===== src/rtl/riscv_pipe_pkg.sv =====
// -----------------------------------------------------------------------------
// riscv_pipe_pkg
// Shared types and constants for the RISC-V fetch pipeline: datapath width,
// branch-history index width, reset PC, bubble instruction, two-bit counter
// encodings, the IF/ID pipeline-register payload and the counter update rule.
// No ports (package).
// -----------------------------------------------------------------------------
package riscv_pipe_pkg;

  localparam int unsigned WIDTH_DATA_LENGTH = 32;
  localparam int unsigned WIDTH_ENTRY_LENTH = 3;
  localparam int unsigned BHT_DEPTH         = 1 << WIDTH_ENTRY_LENTH;

  typedef logic [WIDTH_DATA_LENGTH-1:0] word_t;
  typedef logic [WIDTH_ENTRY_LENTH-1:0] bht_idx_t;

  localparam word_t RESET_PC  = WIDTH_DATA_LENGTH'(32'h0000_0000);
  localparam word_t NOP_INSTR = WIDTH_DATA_LENGTH'(32'h0000_0013);

  // Two-bit saturating branch-history counter states
  typedef enum logic [1:0] {
    CNT_SNT = 2'd0,
    CNT_WNT = 2'd1,
    CNT_WT  = 2'd2,
    CNT_ST  = 2'd3
  } bht_cnt_e;

  // IF/ID pipeline-register payload
  typedef struct packed {
    word_t instr;
    word_t pc;
    logic  pred_taken;
    word_t pred_target;
    logic  valid;
  } if_id_t;

  // Contents of IF/ID after reset or a flush
  localparam if_id_t IF_ID_BUBBLE = '{
    instr:       NOP_INSTR,
    pc:          '0,
    pred_taken:  1'b0,
    pred_target: '0,
    valid:       1'b0
  };

  // Saturating counter step toward taken / not-taken
  function automatic bht_cnt_e cnt_next(input bht_cnt_e cur, input logic taken);
    bht_cnt_e nxt;
    nxt = cur;
    if (taken) begin
      if (cur != CNT_ST) nxt = bht_cnt_e'(2'(cur + 2'd1));
    end else begin
      if (cur != CNT_SNT) nxt = bht_cnt_e'(2'(cur - 2'd1));
    end
    return nxt;
  endfunction

endpackage


===== src/rtl/pc_fetch_stage_if.sv =====
// -----------------------------------------------------------------------------
// pc_fetch_stage_if
// Signal bundle between the fetch stage and its neighbours (BTB, instruction
// memory, hazard unit, execute stage, decode).
//   master : the fetch stage; drives PC and the IF/ID register outputs
//   slave  : the surrounding pipeline; drives control, BTB, memory and
//            branch-resolution inputs
// Signals:
//   Stall, Mispredict, Redirect_PC        hazard / EX redirect control
//   Hit, Target_Add                       BTB lookup result for PC
//   Instr_In                              instruction memory read data for PC
//   Br_Resolved, Br_Taken, PC_Ex          EX branch resolution (history update)
//   PC                                    current fetch PC
//   IF_ID_Instr, IF_ID_PC, IF_ID_Pred_Taken,
//   IF_ID_Pred_Target, IF_ID_Valid        IF/ID pipeline register
// -----------------------------------------------------------------------------
interface pc_fetch_stage_if;
  import riscv_pipe_pkg::*;

  logic  Stall;
  logic  Mispredict;
  word_t Redirect_PC;
  logic  Hit;
  word_t Target_Add;
  word_t Instr_In;
  logic  Br_Resolved;
  logic  Br_Taken;
  word_t PC_Ex;

  word_t PC;
  word_t IF_ID_Instr;
  word_t IF_ID_PC;
  logic  IF_ID_Pred_Taken;
  word_t IF_ID_Pred_Target;
  logic  IF_ID_Valid;

  modport master (
    input  Stall, Mispredict, Redirect_PC, Hit, Target_Add, Instr_In,
           Br_Resolved, Br_Taken, PC_Ex,
    output PC, IF_ID_Instr, IF_ID_PC, IF_ID_Pred_Taken, IF_ID_Pred_Target,
           IF_ID_Valid
  );

  modport slave (
    output Stall, Mispredict, Redirect_PC, Hit, Target_Add, Instr_In,
           Br_Resolved, Br_Taken, PC_Ex,
    input  PC, IF_ID_Instr, IF_ID_PC, IF_ID_Pred_Taken, IF_ID_Pred_Target,
           IF_ID_Valid
  );

endinterface


===== src/rtl/branch_history_table.sv =====
// -----------------------------------------------------------------------------
// branch_history_table
// 2^WIDTH_ENTRY_LENTH two-bit saturating counters indexed by
// PC[WIDTH_ENTRY_LENTH+1:2]. Combinational read on the fetch PC, one update
// per cycle at the resolved branch PC. A read of the entry being updated in
// the same cycle returns the pre-update value.
// Ports:
//   clk, rst       clock, asynchronous active-high reset (counters -> WNT)
//   rd_pc_i        fetch PC to look up
//   rd_taken_c     MSB of the looked-up counter (combinational)
//   upd_en_i       a conditional branch resolved this cycle
//   upd_taken_i    its outcome
//   upd_pc_i       its PC
// -----------------------------------------------------------------------------
module branch_history_table
  import riscv_pipe_pkg::*;
(
  input  logic  clk,
  input  logic  rst,
  input  word_t rd_pc_i,
  output logic  rd_taken_c,
  input  logic  upd_en_i,
  input  logic  upd_taken_i,
  input  word_t upd_pc_i
);

  bht_cnt_e cnt_q [BHT_DEPTH];
  bht_cnt_e cnt_d [BHT_DEPTH];
  bht_idx_t rd_idx_c;
  bht_idx_t upd_idx_c;
  logic     unused_pc_bits_c;

  assign rd_idx_c  = rd_pc_i[WIDTH_ENTRY_LENTH+1:2];
  assign upd_idx_c = upd_pc_i[WIDTH_ENTRY_LENTH+1:2];

  // PC bits outside the index field do not select an entry
  assign unused_pc_bits_c = ^{rd_pc_i[WIDTH_DATA_LENGTH-1:WIDTH_ENTRY_LENTH+2],
                              rd_pc_i[1:0],
                              upd_pc_i[WIDTH_DATA_LENGTH-1:WIDTH_ENTRY_LENTH+2],
                              upd_pc_i[1:0]};

  // Prediction reads the registered array, so same-cycle updates are not seen
  assign rd_taken_c = cnt_q[rd_idx_c][1];

  // Counter update at the resolved-branch index
  always_comb begin
    cnt_d = cnt_q;
    if (upd_en_i) begin
      cnt_d[upd_idx_c] = cnt_next(cnt_q[upd_idx_c], upd_taken_i);
    end
  end

  // Counter storage
  always_ff @(posedge clk or posedge rst) begin
    if (rst) begin
      for (int unsigned i = 0; i < BHT_DEPTH; i++) begin
        cnt_q[i] <= CNT_WNT;
      end
    end else begin
      cnt_q <= cnt_d;
    end
  end

endmodule


===== src/rtl/pc_fetch_stage.sv =====
// -----------------------------------------------------------------------------
// pc_fetch_stage
// Instruction-fetch stage: owns the program counter, picks the next PC from
// EX redirect / stall / BTB prediction / sequential, and registers the fetched
// instruction with its PC and prediction into IF/ID.
// Optional feature: define BHT_ENABLE_EN to qualify BTB hits with a table of
// two-bit history counters (branch_history_table). Without it a BTB hit is
// always predicted taken and the branch-resolution inputs are ignored.
// Ports:
//   clk   clock, rising edge
//   rst   asynchronous active-high reset
//   bus   pc_fetch_stage_if.master (control/BTB/memory inputs, PC and IF/ID
//         register outputs)
// -----------------------------------------------------------------------------
module pc_fetch_stage
  import riscv_pipe_pkg::*;
(
  input  logic              clk,
  input  logic              rst,
  pc_fetch_stage_if.master  bus
);

  word_t  pc_q;
  word_t  pc_d;
  word_t  pc_plus4_c;
  word_t  pc_sel_c;
  if_id_t if_id_q;
  if_id_t if_id_d;
  logic   pred_taken_c;

`ifdef BHT_ENABLE_EN
  logic bht_taken_c;

  branch_history_table u_bht (
    .clk         (clk),
    .rst         (rst),
    .rd_pc_i     (pc_q),
    .rd_taken_c  (bht_taken_c),
    .upd_en_i    (bus.Br_Resolved),
    .upd_taken_i (bus.Br_Taken),
    .upd_pc_i    (bus.PC_Ex)
  );

  // BTB hit only counts when the history counter leans taken
  assign pred_taken_c = bus.Hit & bht_taken_c;
`else
  logic unused_bht_c;

  // Branch resolution has no consumer without the history table
  assign unused_bht_c = ^{bus.Br_Resolved, bus.Br_Taken, bus.PC_Ex};
  assign pred_taken_c = bus.Hit;
`endif

  // Next-PC select: redirect > stall > predicted target > sequential
  always_comb begin
    pc_plus4_c = pc_q + WIDTH_DATA_LENGTH'(4);
    pc_sel_c   = pc_plus4_c;
    if (bus.Mispredict) begin
      pc_sel_c = bus.Redirect_PC;
    end else if (bus.Stall) begin
      pc_sel_c = pc_q;
    end else if (pred_taken_c) begin
      pc_sel_c = bus.Target_Add;
    end
    // Fetch addresses are always word aligned
    pc_d = pc_sel_c & ~WIDTH_DATA_LENGTH'(3);
  end

  // IF/ID next value: flush > hold > capture
  always_comb begin
    if_id_d = if_id_q;
    if (bus.Mispredict) begin
      if_id_d = IF_ID_BUBBLE;
    end else if (!bus.Stall) begin
      if_id_d.instr       = bus.Instr_In;
      if_id_d.pc          = pc_q;
      if_id_d.pred_taken  = pred_taken_c;
      if_id_d.pred_target = bus.Target_Add;
      if_id_d.valid       = 1'b1;
    end
  end

  // PC and IF/ID registers
  always_ff @(posedge clk or posedge rst) begin
    if (rst) begin
      pc_q    <= RESET_PC;
      if_id_q <= IF_ID_BUBBLE;
    end else begin
      pc_q    <= pc_d;
      if_id_q <= if_id_d;
    end
  end

  assign bus.PC                = pc_q;
  assign bus.IF_ID_Instr       = if_id_q.instr;
  assign bus.IF_ID_PC          = if_id_q.pc;
  assign bus.IF_ID_Pred_Taken  = if_id_q.pred_taken;
  assign bus.IF_ID_Pred_Target = if_id_q.pred_target;
  assign bus.IF_ID_Valid       = if_id_q.valid;

endmodule


===== src/flat_wrapper.sv =====
// flat-port wrapper written by rule: the top's interface ports become plain ports
module pc_fetch_stage_flat import riscv_pipe_pkg::*;
  (clk, rst, bus_Stall, bus_Mispredict, bus_Redirect_PC, bus_Hit, bus_Target_Add, bus_Instr_In, bus_Br_Resolved, bus_Br_Taken, bus_PC_Ex, bus_PC, bus_IF_ID_Instr, bus_IF_ID_PC, bus_IF_ID_Pred_Taken, bus_IF_ID_Pred_Target, bus_IF_ID_Valid);
  pc_fetch_stage_if bus_i ();
  input  logic clk;
  input  logic rst;
  input wire logic [$bits(bus_i.Stall)-1:0] bus_Stall;
  input wire logic [$bits(bus_i.Mispredict)-1:0] bus_Mispredict;
  input wire logic [$bits(bus_i.Redirect_PC)-1:0] bus_Redirect_PC;
  input wire logic [$bits(bus_i.Hit)-1:0] bus_Hit;
  input wire logic [$bits(bus_i.Target_Add)-1:0] bus_Target_Add;
  input wire logic [$bits(bus_i.Instr_In)-1:0] bus_Instr_In;
  input wire logic [$bits(bus_i.Br_Resolved)-1:0] bus_Br_Resolved;
  input wire logic [$bits(bus_i.Br_Taken)-1:0] bus_Br_Taken;
  input wire logic [$bits(bus_i.PC_Ex)-1:0] bus_PC_Ex;
  output wire logic [$bits(bus_i.PC)-1:0] bus_PC;
  output wire logic [$bits(bus_i.IF_ID_Instr)-1:0] bus_IF_ID_Instr;
  output wire logic [$bits(bus_i.IF_ID_PC)-1:0] bus_IF_ID_PC;
  output wire logic [$bits(bus_i.IF_ID_Pred_Taken)-1:0] bus_IF_ID_Pred_Taken;
  output wire logic [$bits(bus_i.IF_ID_Pred_Target)-1:0] bus_IF_ID_Pred_Target;
  output wire logic [$bits(bus_i.IF_ID_Valid)-1:0] bus_IF_ID_Valid;
  assign bus_i.Stall = bus_Stall;
  assign bus_i.Mispredict = bus_Mispredict;
  assign bus_i.Redirect_PC = bus_Redirect_PC;
  assign bus_i.Hit = bus_Hit;
  assign bus_i.Target_Add = bus_Target_Add;
  assign bus_i.Instr_In = bus_Instr_In;
  assign bus_i.Br_Resolved = bus_Br_Resolved;
  assign bus_i.Br_Taken = bus_Br_Taken;
  assign bus_i.PC_Ex = bus_PC_Ex;
  assign bus_PC = bus_i.PC;
  assign bus_IF_ID_Instr = bus_i.IF_ID_Instr;
  assign bus_IF_ID_PC = bus_i.IF_ID_PC;
  assign bus_IF_ID_Pred_Taken = bus_i.IF_ID_Pred_Taken;
  assign bus_IF_ID_Pred_Target = bus_i.IF_ID_Pred_Target;
  assign bus_IF_ID_Valid = bus_i.IF_ID_Valid;
  pc_fetch_stage u_core (.clk(clk), .rst(rst), .bus(bus_i));
endmodule

===== config.mk =====
export PLATFORM = sky130hd
export DESIGN_NAME = pc_fetch_stage_flat
export DESIGN_NICKNAME = d
export VERILOG_FILES = /design/src/rtl/riscv_pipe_pkg.sv /design/src/rtl/pc_fetch_stage_if.sv /design/src/rtl/branch_history_table.sv /design/src/rtl/pc_fetch_stage.sv /design/src/flat_wrapper.sv
export SDC_FILE = /design/constraint.sdc
export NUM_CORES = 1
export LEC_CHECK = 0
export BUFFER_PORTS_ARGS = -buffer_cell sky130_fd_sc_hd__buf_4
export CORE_ASPECT_RATIO = 2
export CORE_MARGIN = 2
export CORE_UTILIZATION = 30
export DETAILED_ROUTE_END_ITERATION = 12
export SLEW_MARGIN = 20
export SYNTH_ARGS = -nofsm -noshare
export SYNTH_HDL_FRONTEND = slang
export SYNTH_SLANG_ARGS = --single-unit

===== constraint.sdc =====
create_clock -name clk -period 3.5 [get_ports clk]
set_input_delay 0.35 -clock clk [delete_from_list [all_inputs] [get_ports clk]]
set_output_delay 0.35 -clock clk [all_outputs]
set_load 0.02 [all_outputs]

=== Word level (Yosys, flattened, before mapping) ===
Cells that the tools add are included.

* Register bits after elaboration: 128
* Input bits: 135
* Output and inout port bits: 130
* Logic and storage cells: 13

* Add/subtract/negate cells: 1
* Equality and inequality tests: 1
* Multiplexer cells: 5

{| class="wikitable"
|+ Operator list
! cell !! number
|-
| two-way mux 98 bit || 2
|-
| two-way mux 32 bit || 3
|-
| adder 32 x 3 -> 32 bit, second input constant || 1
|-
| != test 2 x 1 -> 1 bit, second input constant || 1
|}

=== Longest topological paths before layout ===
* Depth after elaboration: 4
* Mapped depth: 7
* Mapped depth without buffers: 6

=== Worst setup path before layout ===
No wires, ideal clock.

* Path kind: register to register
* From: register u_core.pc_q[2], in the netlist u_core.bus.PC[2]
* To: register u_core.pc_q[28], in the netlist u_core.bus.PC[28]
* Setup time: 0.142 ns
* Arrival time: 1.620 ns
* Data required time: 3.358 ns
* Slack: 1.737 ns
* Cell stages (with the launch flop): 7
* Buffers on the path: 0
* Clock period less this slack: 1.763 ns
* Path through: dfrtp_1 > ha_1 > nand4_2 > nor4_2 > and4_1 > xnor2_1 > o221ai_1

* Word-level cells in the longest chain between the ends: 4

{| class="wikitable"
|+ RTL lines
! what !! line !! source
|-
| start: declaration || pc_fetch_stage.sv:23 || <nowiki>word_t pc_q;</nowiki>
|-
| start signal: assignment || pc_fetch_stage.sv:89 || <nowiki>pc_q <= pc_d;</nowiki>
|-
| adder 32 x 3 -> 32 bit || pc_fetch_stage.sv:56 || <nowiki>pc_plus4_c = pc_q + WIDTH_DATA_LENGTH'(4);</nowiki>
|-
| two-way mux 32 bit || pc_fetch_stage.sv:62 || <nowiki>end else if (pred_taken_c) begin</nowiki>
|-
| two-way mux 32 bit || pc_fetch_stage.sv:60 || <nowiki>end else if (bus.Stall) begin</nowiki>
|-
| two-way mux 32 bit || pc_fetch_stage.sv:58 || <nowiki>if (bus.Mispredict) begin</nowiki>
|}

Every way passes these cells. The select of a mux whose other input is x is not followed.
A chain may end at the register's enable or synchronous reset.

=== Worst setup path in the final report ===
Ends and elaborated chain as after synthesis.

==> flow_metrics.py <==
metrics = {
    "finish": {
        "seq_area_um2": 3160,
        "fill_cells": 1989,
        "layout-drive-gt1-share": 0.344,
        "area_delta_synth_final_pct": 41.3,
        "fin_util": 0.429,
        "multi_input_area_um2": 2620,
        "fin_cells": 1046,
        "final_nets": 908,
        "antennaDiodeCount": 0,
    },
    "clock_tree": {
        "ctsHtreeMaxLevel": 4,
        "cts.clk_slew.worst_paths_ns": 0.06,
        "cts_buffers": 17,
        "post_cts_resized": 0,
        "root_buffer": "clkbuf_16",
        "clockBufferDepth": 2,
        "insertion_delay_ns": 0.42,
        "clkSinkCount": 126,
        "cts_tree": "built",
    },
    "die": {
        "io_pins": 265,
        "die_h_um": 204,
        "num_rows": 73,
        "die_x_um": 104,
        "core_area_um2": 19700,
        "start_util": 0.304,
        "dieArea_um2": 21200,
    },
    "setup_path": {
        "r2r_cells": 6,
        "worst-setup-path-type": "reg2reg",
        "reg2reg_setup_slack_ns": 1.45,
        "startpoint_type": "flop",
        "cp_max_fo": 7,
        "reg2reg_from": "u_core.bus.PC[2]",
        "crit_start": "u_core.bus.PC[2]",
        "crit_arrival_ns": 2.31,
        "required_ns": 3.76,
        "cp-end-kind": "flop",
    },
    "synth": {
        "synth_top_area_cell": "dfrtp_1",
        "avgSynthCellArea_um2": 10.6,
        "syn-cell-area_um2": 6000,
        "yosys-top-cells-count": "dfrtp_1 (123), mux2i_1 (94), nor2_1 (94)",
        "synth_most_common_cell": "dfrtp_1",
        "synth_cell_types": 48,
        "synth-seq-cells": 126,
        "async_flop_share": 1.00,
        "ys_top_cells_by_area": "dfrtp_1 (51%), mux2i_1 (16%), nor2_1 (5.9%), o221ai_1 (2.9%), xor2_1 (2.8%)",
        "synth_top_area_share": 0.513,
        "synthCells": 565,
        "ys_warn_count": 0,
        "synth-main-ff-cell": "dfrtp_1",
        "yosysSeqAreaShare": 0.527,
        "synth_edf_count": 0,
    },
    "placed_design": {
        "port_buffers": 224,
        "routabilityCongestion": 0.729,
        "placed_cells": 1014,
        "dp_hpwl_mm": 13.1,
    },
    "power": {
        "power-per-cell-area_nw_per_um2": 497,
        "leakage_nw": 4.27,
        "irDropWorstVdd_v": 0.000305,
        "total_power_mw": 4.21,
    },
    "sta": {
        "clock-skew-final_ns": 0.00928,
        "final.min_clock_period_ns": 2.05,
        "tightest_slew_ns": 1.07,
        "slew-limit-headroom": 0.287,
        "fmax_ghz": 0.488,
        "finalSetupViolCount": 0,
        "timing.final.crit_share": 0.585,
        "hold_viol": 0,
        "fin_setup_tns_ns": 0,
        "drv_slew": 0,
        "rsz0062_at_grt": "false",
    },
    "detailed_routing": {
        "vias": 5090,
        "firstDrtPassIters": 4,
        "first_iter_violations": 274,
        "ant_nets": 0,
        "drc_errors": 0,
        "wl_per_cell_um": 17.9,
        "vias_per_cell": 4.87,
        "routed_wl_mm": 18.7,
    },
    "worst_hold_path": {
        "hold_path_depth": 3,
        "hold_start": "bus_Redirect_PC[27]",
        "hold_path_class": "in2reg",
    },
    "grt": {
        "grt_pass1_vias": 5193,
        "antenna_found_initial": 0,
        "grt.overflow.total": 0,
        "grt_pass1_wl_mm": 29.3,
        "grt_usage": 0.179,
        "grt_max_degree": 103,
    },
    "job": {
        "cap_viol_max_count": 0,
    },
    "run_status": {
        "status": "completed",
    },
}
report_power, final:
group	leakage [nW]	switching, mW	internal, mW
Combinational	2.34	0.404	0.329
Sequential	1.63	0.112	1.56
Clock	0.294	0.640	1.17
Total	4.27	1.16	3.06
critical path, cell delays in order, from the launching register on:
cell and delay [ns]:
dfrtp_1 0.45, ha_1 0.27, nand4_2 0.24, nor4_2 0.35, and4_1 0.32, xnor2_1 0.14
o221ai_1 0.14
logic make-up after synthesis:
logic type / count (synthesis) / synth area share
buf+inv: 52 / 0.0388
mux: 95 / 0.159
xor+xnor: 21 / 0.0307
compound gates: 82 / 0.0954
fa+ha+maj: 1 / 0.00209
other cells: 1 / 0.000625
flops: 126 / 0.527
simple gates: 187 / 0.147
routing by layer:
metal,vias to the layer above,track usage,wire length [um]
met1,2489,0.198,6970
met2,177,0.329,10300
met5,-,0,0
met4,0,0.0782,522
met3,28,0.0383,949
li1,2396,-,-
path summary, 6_finish.rpt:
kind | to
hold reg to reg | u_core.bus.IF_ID_Valid
hold / removal | u_core.bus.PC[27]
setup reg to reg | u_core.bus.PC[28]
max in group asynchronous | u_core.bus.IF_ID_Pred_Target[2]
setup / recovery | u_core.bus.PC[28]
min in group asynchronous | u_core.bus.IF_ID_Instr[31]
flip-flops by register name, indices dropped and copies added (netlist names):
register / cells
u_core.bus.IF_ID_Instr: 32
u_core.bus.IF_ID_Pred_Target: 32
u_core.bus.IF_ID_PC: 30
u_core.bus.PC: 30
u_core.bus.IF_ID_Pred_Taken: 1
u_core.bus.IF_ID_Valid: 1
metrics by stage:
stage          hold slack, ns  setup WS [ns]  cell area, um^2
2_1_floorplan           0.469           1.60             6010
3_3_place_gp            0.450           1.39             7870
3_5_place_dp            0.445           1.38             7870
4_1_cts                 0.121           1.37             8470
5_1_grt                 0.134           1.21             8470
6_report                0.138           1.45             8470
cell type report:
cell class / instances / area share
sequential: 126 / 0.373
multi-input combinational: 390 / 0.309
timing repair buffer: 230 / 0.206
clock buffer: 24 / 0.0569
tap: 262 / 0.0387
clock inverter: 7 / 0.0130
inverter: 7 / 0.00354
cell usage in the layout, fill, tap and decap left out, types with 2 or more instances in the layout:
cell       instances
dfrtp_1          123
and3_1             7
clkbuf_16         17
clkbuf_1           4
nor2_1            94
buf_4            227
o22ai_1            2
xnor2_1            2
xor2_1            19
a21oi_1           12
nand4_1            8
nand2b_1           2
bufinv_16          3
nand3_1           11
o21a_1             2
and2_1             4
a31oi_1            3
mux2i_1           94
dfstp_2            3
clkbuf_8           3
nor4_1             2
o221ai_1          20
conb_1             4
and4_1             5
o21ai_0           15
clkinv_2           4
nand2_1           42
a22oi_1           21
inv_1              6
nor3_1             2
what timing repair did:
action	CTS	global route
hold buffers	1	0
endpoints found under the hold margin	24	0
setup buffers	0	0
Power figures use the tool's default switching activity.
